===== src/rtl/algo_1r1w1p_wrbuf_top.sv =====
// Single-port SRAM wrapper presenting one read and one write port per cycle.
// Writes that collide with a read are parked in a small FIFO write buffer and
// drained into the macro during cycles with no read. Pending entries are
// forwarded to reads so every read sees the latest accepted write.
//
// Ports:
//   clk, rst            clock, asynchronous active-high reset
//   write/wr_adr/din    write request
//   read/rd_adr         read request
//   ready               initialisation done, requests accepted
//   rd_vld/rd_dout      read return, fixed latency SRAM_DELAY+FLOPOUT
//   wr_full/wr_cnt      write buffer full flag and occupancy
//   ovf_err             sticky: a write was dropped on buffer overflow
//   t1_*                single-port macro interface
module algo_1r1w1p_wrbuf_top #(
    parameter int WIDTH      = 64,
    parameter int NUMADDR    = 8192,
    parameter int BITADDR    = 13,
    parameter int NUMWBUF    = 4,
    parameter int BITWBUF    = 2,
    parameter int SRAM_DELAY = 1,
    parameter int FLOPOUT    = 0
) (
    input  logic               clk,
    input  logic               rst,
    input  logic               write,
    input  logic [BITADDR-1:0] wr_adr,
    input  logic [WIDTH-1:0]   din,
    input  logic               read,
    input  logic [BITADDR-1:0] rd_adr,
    output logic               ready,
    output logic               rd_vld,
    output logic [WIDTH-1:0]   rd_dout,
    output logic               wr_full,
    output logic [BITWBUF:0]   wr_cnt,
    output logic               ovf_err,
    output logic               t1_readA,
    output logic               t1_writeA,
    output logic [BITADDR-1:0] t1_addrA,
    output logic [WIDTH-1:0]   t1_dinA,
    output logic [WIDTH-1:0]   t1_bwA,
    input  logic [WIDTH-1:0]   t1_doutA
);

    localparam int                 CW      = BITWBUF + 1;
    localparam logic [BITWBUF:0]   FullCnt = CW'(NUMWBUF);
    localparam logic [BITWBUF-1:0] LastPtr = BITWBUF'(NUMWBUF - 1);
    localparam logic [BITADDR-1:0] LastAdr = BITADDR'(NUMADDR - 1);

    typedef enum logic {StInit, StRun} state_e;

    state_e             state_q, state_d;
    logic [BITADDR-1:0] init_q, init_d;

    logic [BITADDR-1:0] buf_adr_q [NUMWBUF];
    logic [BITADDR-1:0] buf_adr_d [NUMWBUF];
    logic [WIDTH-1:0]   buf_dat_q [NUMWBUF];
    logic [WIDTH-1:0]   buf_dat_d [NUMWBUF];
    logic [NUMWBUF-1:0] buf_vld_q, buf_vld_d;
    logic [BITWBUF-1:0] head_q, head_d, tail_q, tail_d;
    logic [BITWBUF:0]   cnt_q, cnt_d;
    logic               ovf_q, ovf_d;

    logic               drain, store, enq;
    logic               wr_hit, rd_hit, buf_empty, head_match;
    logic [BITWBUF-1:0] wr_hit_idx;
    logic [WIDTH-1:0]   rd_hit_dat;

    function automatic logic [BITWBUF-1:0] ptr_inc(input logic [BITWBUF-1:0] p);
        return (p == LastPtr) ? '0 : p + BITWBUF'(1);
    endfunction

    // Associative lookup; addresses are unique so at most one slot matches.
    always_comb begin
        wr_hit     = 1'b0;
        wr_hit_idx = '0;
        rd_hit     = 1'b0;
        rd_hit_dat = '0;
        for (int i = 0; i < NUMWBUF; i++) begin
            if (buf_vld_q[i] && buf_adr_q[i] == wr_adr) begin
                wr_hit     = 1'b1;
                wr_hit_idx = BITWBUF'(i);
            end
            if (buf_vld_q[i] && buf_adr_q[i] == rd_adr) begin
                rd_hit     = 1'b1;
                rd_hit_dat = buf_dat_q[i];
            end
        end
    end

    assign buf_empty  = (cnt_q == '0);
    assign head_match = !buf_empty && (buf_adr_q[head_q] == wr_adr);

    always_comb begin
        state_d   = state_q;
        init_d    = init_q;
        buf_adr_d = buf_adr_q;
        buf_dat_d = buf_dat_q;
        buf_vld_d = buf_vld_q;
        head_d    = head_q;
        tail_d    = tail_q;
        ovf_d     = ovf_q;
        t1_readA  = 1'b0;
        t1_writeA = 1'b0;
        t1_addrA  = '0;
        t1_dinA   = '0;
        t1_bwA    = '0;
        drain     = 1'b0;
        store     = 1'b0;
        enq       = 1'b0;

        // Macro strobes are held off while reset is asserted.
        if (!rst) begin
            unique case (state_q)
                StInit: begin
                    t1_writeA = 1'b1;
                    t1_addrA  = init_q;
                    t1_bwA    = '1;
                    if (init_q == LastAdr) begin
                        state_d = StRun;
                    end else begin
                        init_d = init_q + BITADDR'(1);
                    end
                end
                StRun: begin
                    if (read) begin
                        t1_readA = 1'b1;
                        t1_addrA = rd_adr;
                        store    = write;
                    end else if (write) begin
                        t1_writeA = 1'b1;
                        t1_bwA    = '1;
                        if (buf_empty) begin
                            t1_addrA = wr_adr;
                            t1_dinA  = din;
                        end else if (head_match) begin
                            // New data supersedes the head: write it directly.
                            drain    = 1'b1;
                            t1_addrA = wr_adr;
                            t1_dinA  = din;
                        end else begin
                            drain    = 1'b1;
                            store    = 1'b1;
                            t1_addrA = buf_adr_q[head_q];
                            t1_dinA  = buf_dat_q[head_q];
                        end
                    end else if (!buf_empty) begin
                        drain     = 1'b1;
                        t1_writeA = 1'b1;
                        t1_bwA    = '1;
                        t1_addrA  = buf_adr_q[head_q];
                        t1_dinA   = buf_dat_q[head_q];
                    end
                end
                default: state_d = StInit;
            endcase
        end

        // Drain is applied before enqueue: when full, tail == head and the
        // freed head slot is reused in the same cycle.
        if (drain) begin
            buf_vld_d[head_q] = 1'b0;
            head_d            = ptr_inc(head_q);
        end
        if (store) begin
            if (wr_hit) begin
                buf_dat_d[wr_hit_idx] = din;
            end else if (cnt_q != FullCnt || drain) begin
                enq               = 1'b1;
                buf_adr_d[tail_q] = wr_adr;
                buf_dat_d[tail_q] = din;
                buf_vld_d[tail_q] = 1'b1;
                tail_d            = ptr_inc(tail_q);
            end else begin
                ovf_d = 1'b1;
            end
        end
        cnt_d = cnt_q + CW'(enq) - CW'(drain);
    end

    always_ff @(posedge clk or posedge rst) begin
        if (rst) begin
            state_q   <= StInit;
            init_q    <= '0;
            buf_vld_q <= '0;
            head_q    <= '0;
            tail_q    <= '0;
            cnt_q     <= '0;
            ovf_q     <= 1'b0;
            for (int i = 0; i < NUMWBUF; i++) begin
                buf_adr_q[i] <= '0;
                buf_dat_q[i] <= '0;
            end
        end else begin
            state_q   <= state_d;
            init_q    <= init_d;
            buf_vld_q <= buf_vld_d;
            head_q    <= head_d;
            tail_q    <= tail_d;
            cnt_q     <= cnt_d;
            ovf_q     <= ovf_d;
            buf_adr_q <= buf_adr_d;
            buf_dat_q <= buf_dat_d;
        end
    end

    // Read return pipeline, aligned with the macro latency. Forwarded data is
    // captured in the request cycle, before that cycle's buffer update.
    logic [SRAM_DELAY-1:0] pv_q, ph_q;
    logic [WIDTH-1:0]      pd_q [SRAM_DELAY];
    logic                  ret_vld;
    logic [WIDTH-1:0]      ret_dat;

    always_ff @(posedge clk or posedge rst) begin
        if (rst) begin
            pv_q <= '0;
            ph_q <= '0;
            for (int i = 0; i < SRAM_DELAY; i++) begin
                pd_q[i] <= '0;
            end
        end else begin
            pv_q[0] <= t1_readA;
            ph_q[0] <= rd_hit;
            pd_q[0] <= rd_hit_dat;
            for (int i = 1; i < SRAM_DELAY; i++) begin
                pv_q[i] <= pv_q[i-1];
                ph_q[i] <= ph_q[i-1];
                pd_q[i] <= pd_q[i-1];
            end
        end
    end

    assign ret_vld = pv_q[SRAM_DELAY-1];
    assign ret_dat = ph_q[SRAM_DELAY-1] ? pd_q[SRAM_DELAY-1] : t1_doutA;

    generate
        if (FLOPOUT != 0) begin : g_flop_out
            logic             out_vld_q;
            logic [WIDTH-1:0] out_dat_q;
            always_ff @(posedge clk or posedge rst) begin
                if (rst) begin
                    out_vld_q <= 1'b0;
                    out_dat_q <= '0;
                end else begin
                    out_vld_q <= ret_vld;
                    out_dat_q <= ret_vld ? ret_dat : '0;
                end
            end
            assign rd_vld  = out_vld_q;
            assign rd_dout = out_dat_q;
        end else begin : g_comb_out
            assign rd_vld  = ret_vld;
            assign rd_dout = ret_vld ? ret_dat : '0;
        end
    endgenerate

    assign ready   = (state_q == StRun);
    assign wr_cnt  = cnt_q;
    assign wr_full = (cnt_q == FullCnt);
    assign ovf_err = ovf_q;

endmodule


===== config.mk =====
export PLATFORM = sky130hd
export DESIGN_NAME = algo_1r1w1p_wrbuf_top
export DESIGN_NICKNAME = d
export VERILOG_FILES = /design/src/rtl/algo_1r1w1p_wrbuf_top.sv
export SDC_FILE = /design/constraint.sdc
export NUM_CORES = 1
export LEC_CHECK = 0
export ABC_AREA = 0
export CORE_ASPECT_RATIO = 0.75
export CORE_MARGIN = 2
export CORE_UTILIZATION = 45
export DETAILED_ROUTE_END_ITERATION = 8
export PLACE_DENSITY = 0.72
export REMOVE_ABC_BUFFERS = 1
export SLEW_MARGIN = 20
export SYNTH_ARGS = -nofsm -noshare
export SYNTH_HDL_FRONTEND = slang
export SYNTH_SLANG_ARGS = --single-unit

===== constraint.sdc =====
create_clock -name clk -period 19.2 [get_ports clk]
set_clock_uncertainty 0.2 [all_clocks]
set_input_delay 1.92 -clock clk [delete_from_list [all_inputs] [get_ports clk]]
set_output_delay 1.92 -clock clk [all_outputs]
set_load 0.01 [all_outputs]

==> impl_metrics.json <==
{
  "grt_pass1_vias": 17100,
  "die_h_microns": 200,
  "stdcell_count": 2885,
  "max-vdd-ir-drop_mv": 0.0768,
  "run_status": "complete, no violations",
  "worstPathMaxFanout": 43,
  "holdBufCountCts": 0,
  "ys.flop_type": "dfrtp_1",
  "io_buffers": 371,
  "cp_slowest_stage_delay_ps": 790,
  "placed_cells": 2810,
  "place_hpwl_microns": 42600,
  "leakage_nw": 11.8,
  "area_growth_pct": 21.9,
  "power.density_nw_per_um2": 132,
  "grt.total_usage_pct": 24.5,
  "whs_ps": 282,
  "seq_area_frac_synth_pct": 43.4,
  "ant_nets": 0,
  "ctsResizeCount": 0,
  "numCtsBuffers": 41,
  "routedWlPerCell_microns": 23.0,
  "cts_max_path_buffers": 3,
  "cts-root-buf": "clkbuf_16",
  "avgSynthCellArea_sq_um": 11.6,
  "power_w": 0.00371,
  "hold_viol": 0,
  "fin_tns_setup_ps": 0,
  "async_flop_share_pct": 100,
  "r2r_cells": 8,
  "clock_latency_ps": 560,
  "netlist_area_sq_um": 23100,
  "drive_gt1_share_pct": 14.0,
  "yosys_warnings": 0,
  "startpoint_type": "input port",
  "htreeDepth": 2,
  "crit_top_cell": "clkdlybuf4s50_1",
  "clkTransAtPathRegs_ps": 60,
  "worst_slew_pin_slew_ps": 1080,
  "layout.nets": 2367,
  "crit_chain": "clkdlybuf4s50_1, xnor2_1, nand4_1, nor4_1, a21oi_4, buf_4, mux2i_1, o2bb2ai_1, clkdlybuf4s50_1",
  "min_from": "ovf_err$_DFFE_PP0P_",
  "core-area_sq_um": 50400,
  "hold_end": "ovf_err$_DFFE_PP0P_",
  "dieArea_sq_um": 53100,
  "cp.arrival_ps": 5050,
  "grt_max_degree": 118,
  "final_area_sq_um": 28100,
  "drt-total-wl_microns": 66300,
  "timing.fmax_mhz": 139,
  "cts_tree": "built",
  "fp.dieW_microns": 265,
  "clock-sinks": 400,
  "r2r_start": "head_q[1]$_DFFE_PP0P_",
  "setup_violations": 0,
  "fin_crit_ps": 7170,
  "placed_area_sq_um": 26600,
  "cp-end-kind": "primary output",
  "reg2reg_slack_ps": 14270,
  "finalCritPeriodShare_pct": 37.4,
  "min_path_type": "reg2reg",
  "slowest_stage": "clkdlybuf4s50_1",
  "synthCells": 1983,
  "slew_violations": 0,
  "synth_cell_types": 46,
  "critical_path_required_ps": 17080,
  "drtIter0Drc": 1245,
  "cap_viol_max_count": 0,
  "fp-row-count": 71,
  "globalRouteOverflowTotal": 0,
  "grt_pass1_wl_microns": 102000,
  "r2r_end": "buf_dat_q[157]$_DFFE_PP0P_",
  "firstDrtPassIters": 7,
  "synth_edf_count": 0,
  "drc": 0,
  "rsz0062_at_grt": "no",
  "vias_per_cell": 5.70,
  "initial_core_util_pct": 45.8,
  "relSlewSlack_pct": 27.6,
  "num_io_pins": 372,
  "vias": 16500,
  "antenna_found_initial": 2,
  "ys_seq_elements": 400,
  "hold_depth": 1,
  "worstSetupPathType": "in2out",
  "cts_setup_buffers": 0,
  "place_congestion": 0.896
}
==> area by class of cell <==
type | count | area [sq um]
Multi-Input combinational cell | 1346 | 11800
Clock inverter | 19 | 297
Sequential cell | 400 | 10000
Inverter | 10 | 45.0
Antenna cell | 1 | 2.50
Fill cell | 4122 | 22300
Tap cell | 657 | 822
Clock buffer | 54 | 1150
Timing Repair Buffer | 398 | 3940
==> worst max-delay path, delay by kind of cell <==
family                    cells  cell delay, ps
AOI/OAI and AO/OA             2             270
muxes                         1             210
and+or+nand+nor               2             730
xor gates and xnor gates      1             180
buffers and inverters         3            1730
==> flip-flops by register name (all words and copies together), names as in the netlist, 2 cells and up <==
name and cells:
init_q 13, buf_vld_q 4, head_q 2, buf_dat_q 256, buf_adr_q 52, tail_q 2
wr_cnt 3, pd_q 64
==> power by group <==
group	leakage, nW	internal (W)	switching [W]
clock	0.722	0.000520	0.000348
sequential	5.09	0.00116	0.000344
combinational	5.96	0.000806	0.000525
total	11.8	0.00249	0.00122
==> cells in the final DEF, fill, tap and decap left out, types with 9 or more instances in the layout <==
cell type,n
a21oi_1,131
a31oi_1,12
buf_4,25
clkbuf_16,41
clkdlybuf4s50_1,371
dfrtp_1,396
ha_1,11
inv_1,9
mux2_1,190
mux2_4,120
mux2i_1,141
mux4_2,77
nand2_1,155
nand3_1,75
nand4_1,30
nor2_1,72
nor2b_1,76
o21ai_1,67
o22ai_1,11
xnor2_1,117
xor2_1,13
==> how the worst max path moves through the flow <==
stage               startpoint          end  slack (ps)  cells after the start
floorplan                 read    t1_bwA[0]        5830                      2
global placement     wr_adr[7]  t1_addrA[4]       12110                      9
detailed placement  wr_adr[11]  t1_addrA[4]       12030                      9
CTS                 wr_adr[11]  t1_addrA[4]       12020                      9
global route         wr_adr[1]  t1_addrA[4]       11860                      9
finish               wr_adr[1]  t1_addrA[4]       12030                      9
==> metrics by stage <==
step / utilization (%) / setup WS, ps
2_1_floorplan: - / 5830
3_3_place_gp: 52.9 / 12110
4_1_cts: 55.7 / 12020
6_report: 55.8 / 12030
3_5_place_dp: 52.9 / 12030
5_1_grt: 55.8 / 11860
==> logic make-up after synthesis <==
group	count (synthesis)	synth area share [%]
buffers and inverters	237	5.69
DFF	400	43.4
and+or+nand+nor	442	9.23
muxes	529	30.8
xor gates and xnor gates	130	4.93
AOI/OAI and AO/OA	233	5.31
adders and majority gates	12	0.683
==> layer usage <==
metal | part of all wire [%] | track usage (%) | vias up
met5 | 0 | 0 | -
met4 | 2.2 | 6.54 | 0
met3 | 5.7 | 3.42 | 95
met2 | 47 | 39.1 | 553
met1 | 45 | 35.3 | 8430
li1 | - | - | 7379
==> cells in the mapped netlist (all sizes together), types with 2 or more instances <==
| cell | number | area share [%] |
|---|---|---|
| a21boi | 2 | 0.065 |
| a21oi | 133 | 2.9 |
| a31oi | 12 | 0.33 |
| and2 | 4 | 0.11 |
| and3 | 4 | 0.11 |
| and3b | 2 | 0.076 |
| and4 | 2 | 0.076 |
| buf | 119 | 3.8 |
| clkbuf | 108 | 1.8 |
| dfrtp | 400 | 43 |
| ha | 11 | 0.60 |
| inv | 10 | 0.16 |
| mux2 | 311 | 17 |
| mux2i | 141 | 6.1 |
| mux4 | 77 | 7.5 |
| nand2 | 155 | 2.5 |
| nand3 | 75 | 1.6 |
| nand4 | 30 | 0.81 |
| nor2 | 72 | 1.2 |
| nor2b | 76 | 2.1 |
| nor3 | 4 | 0.087 |
| nor3b | 3 | 0.12 |
| nor4 | 8 | 0.24 |
| o21ai | 68 | 1.5 |
| o21bai | 3 | 0.098 |
| o22ai | 11 | 0.30 |
| or4 | 4 | 0.13 |
| xnor2 | 117 | 4.4 |
| xor2 | 13 | 0.49 |
No activity file was read; power rests on OpenSTA's default activity.
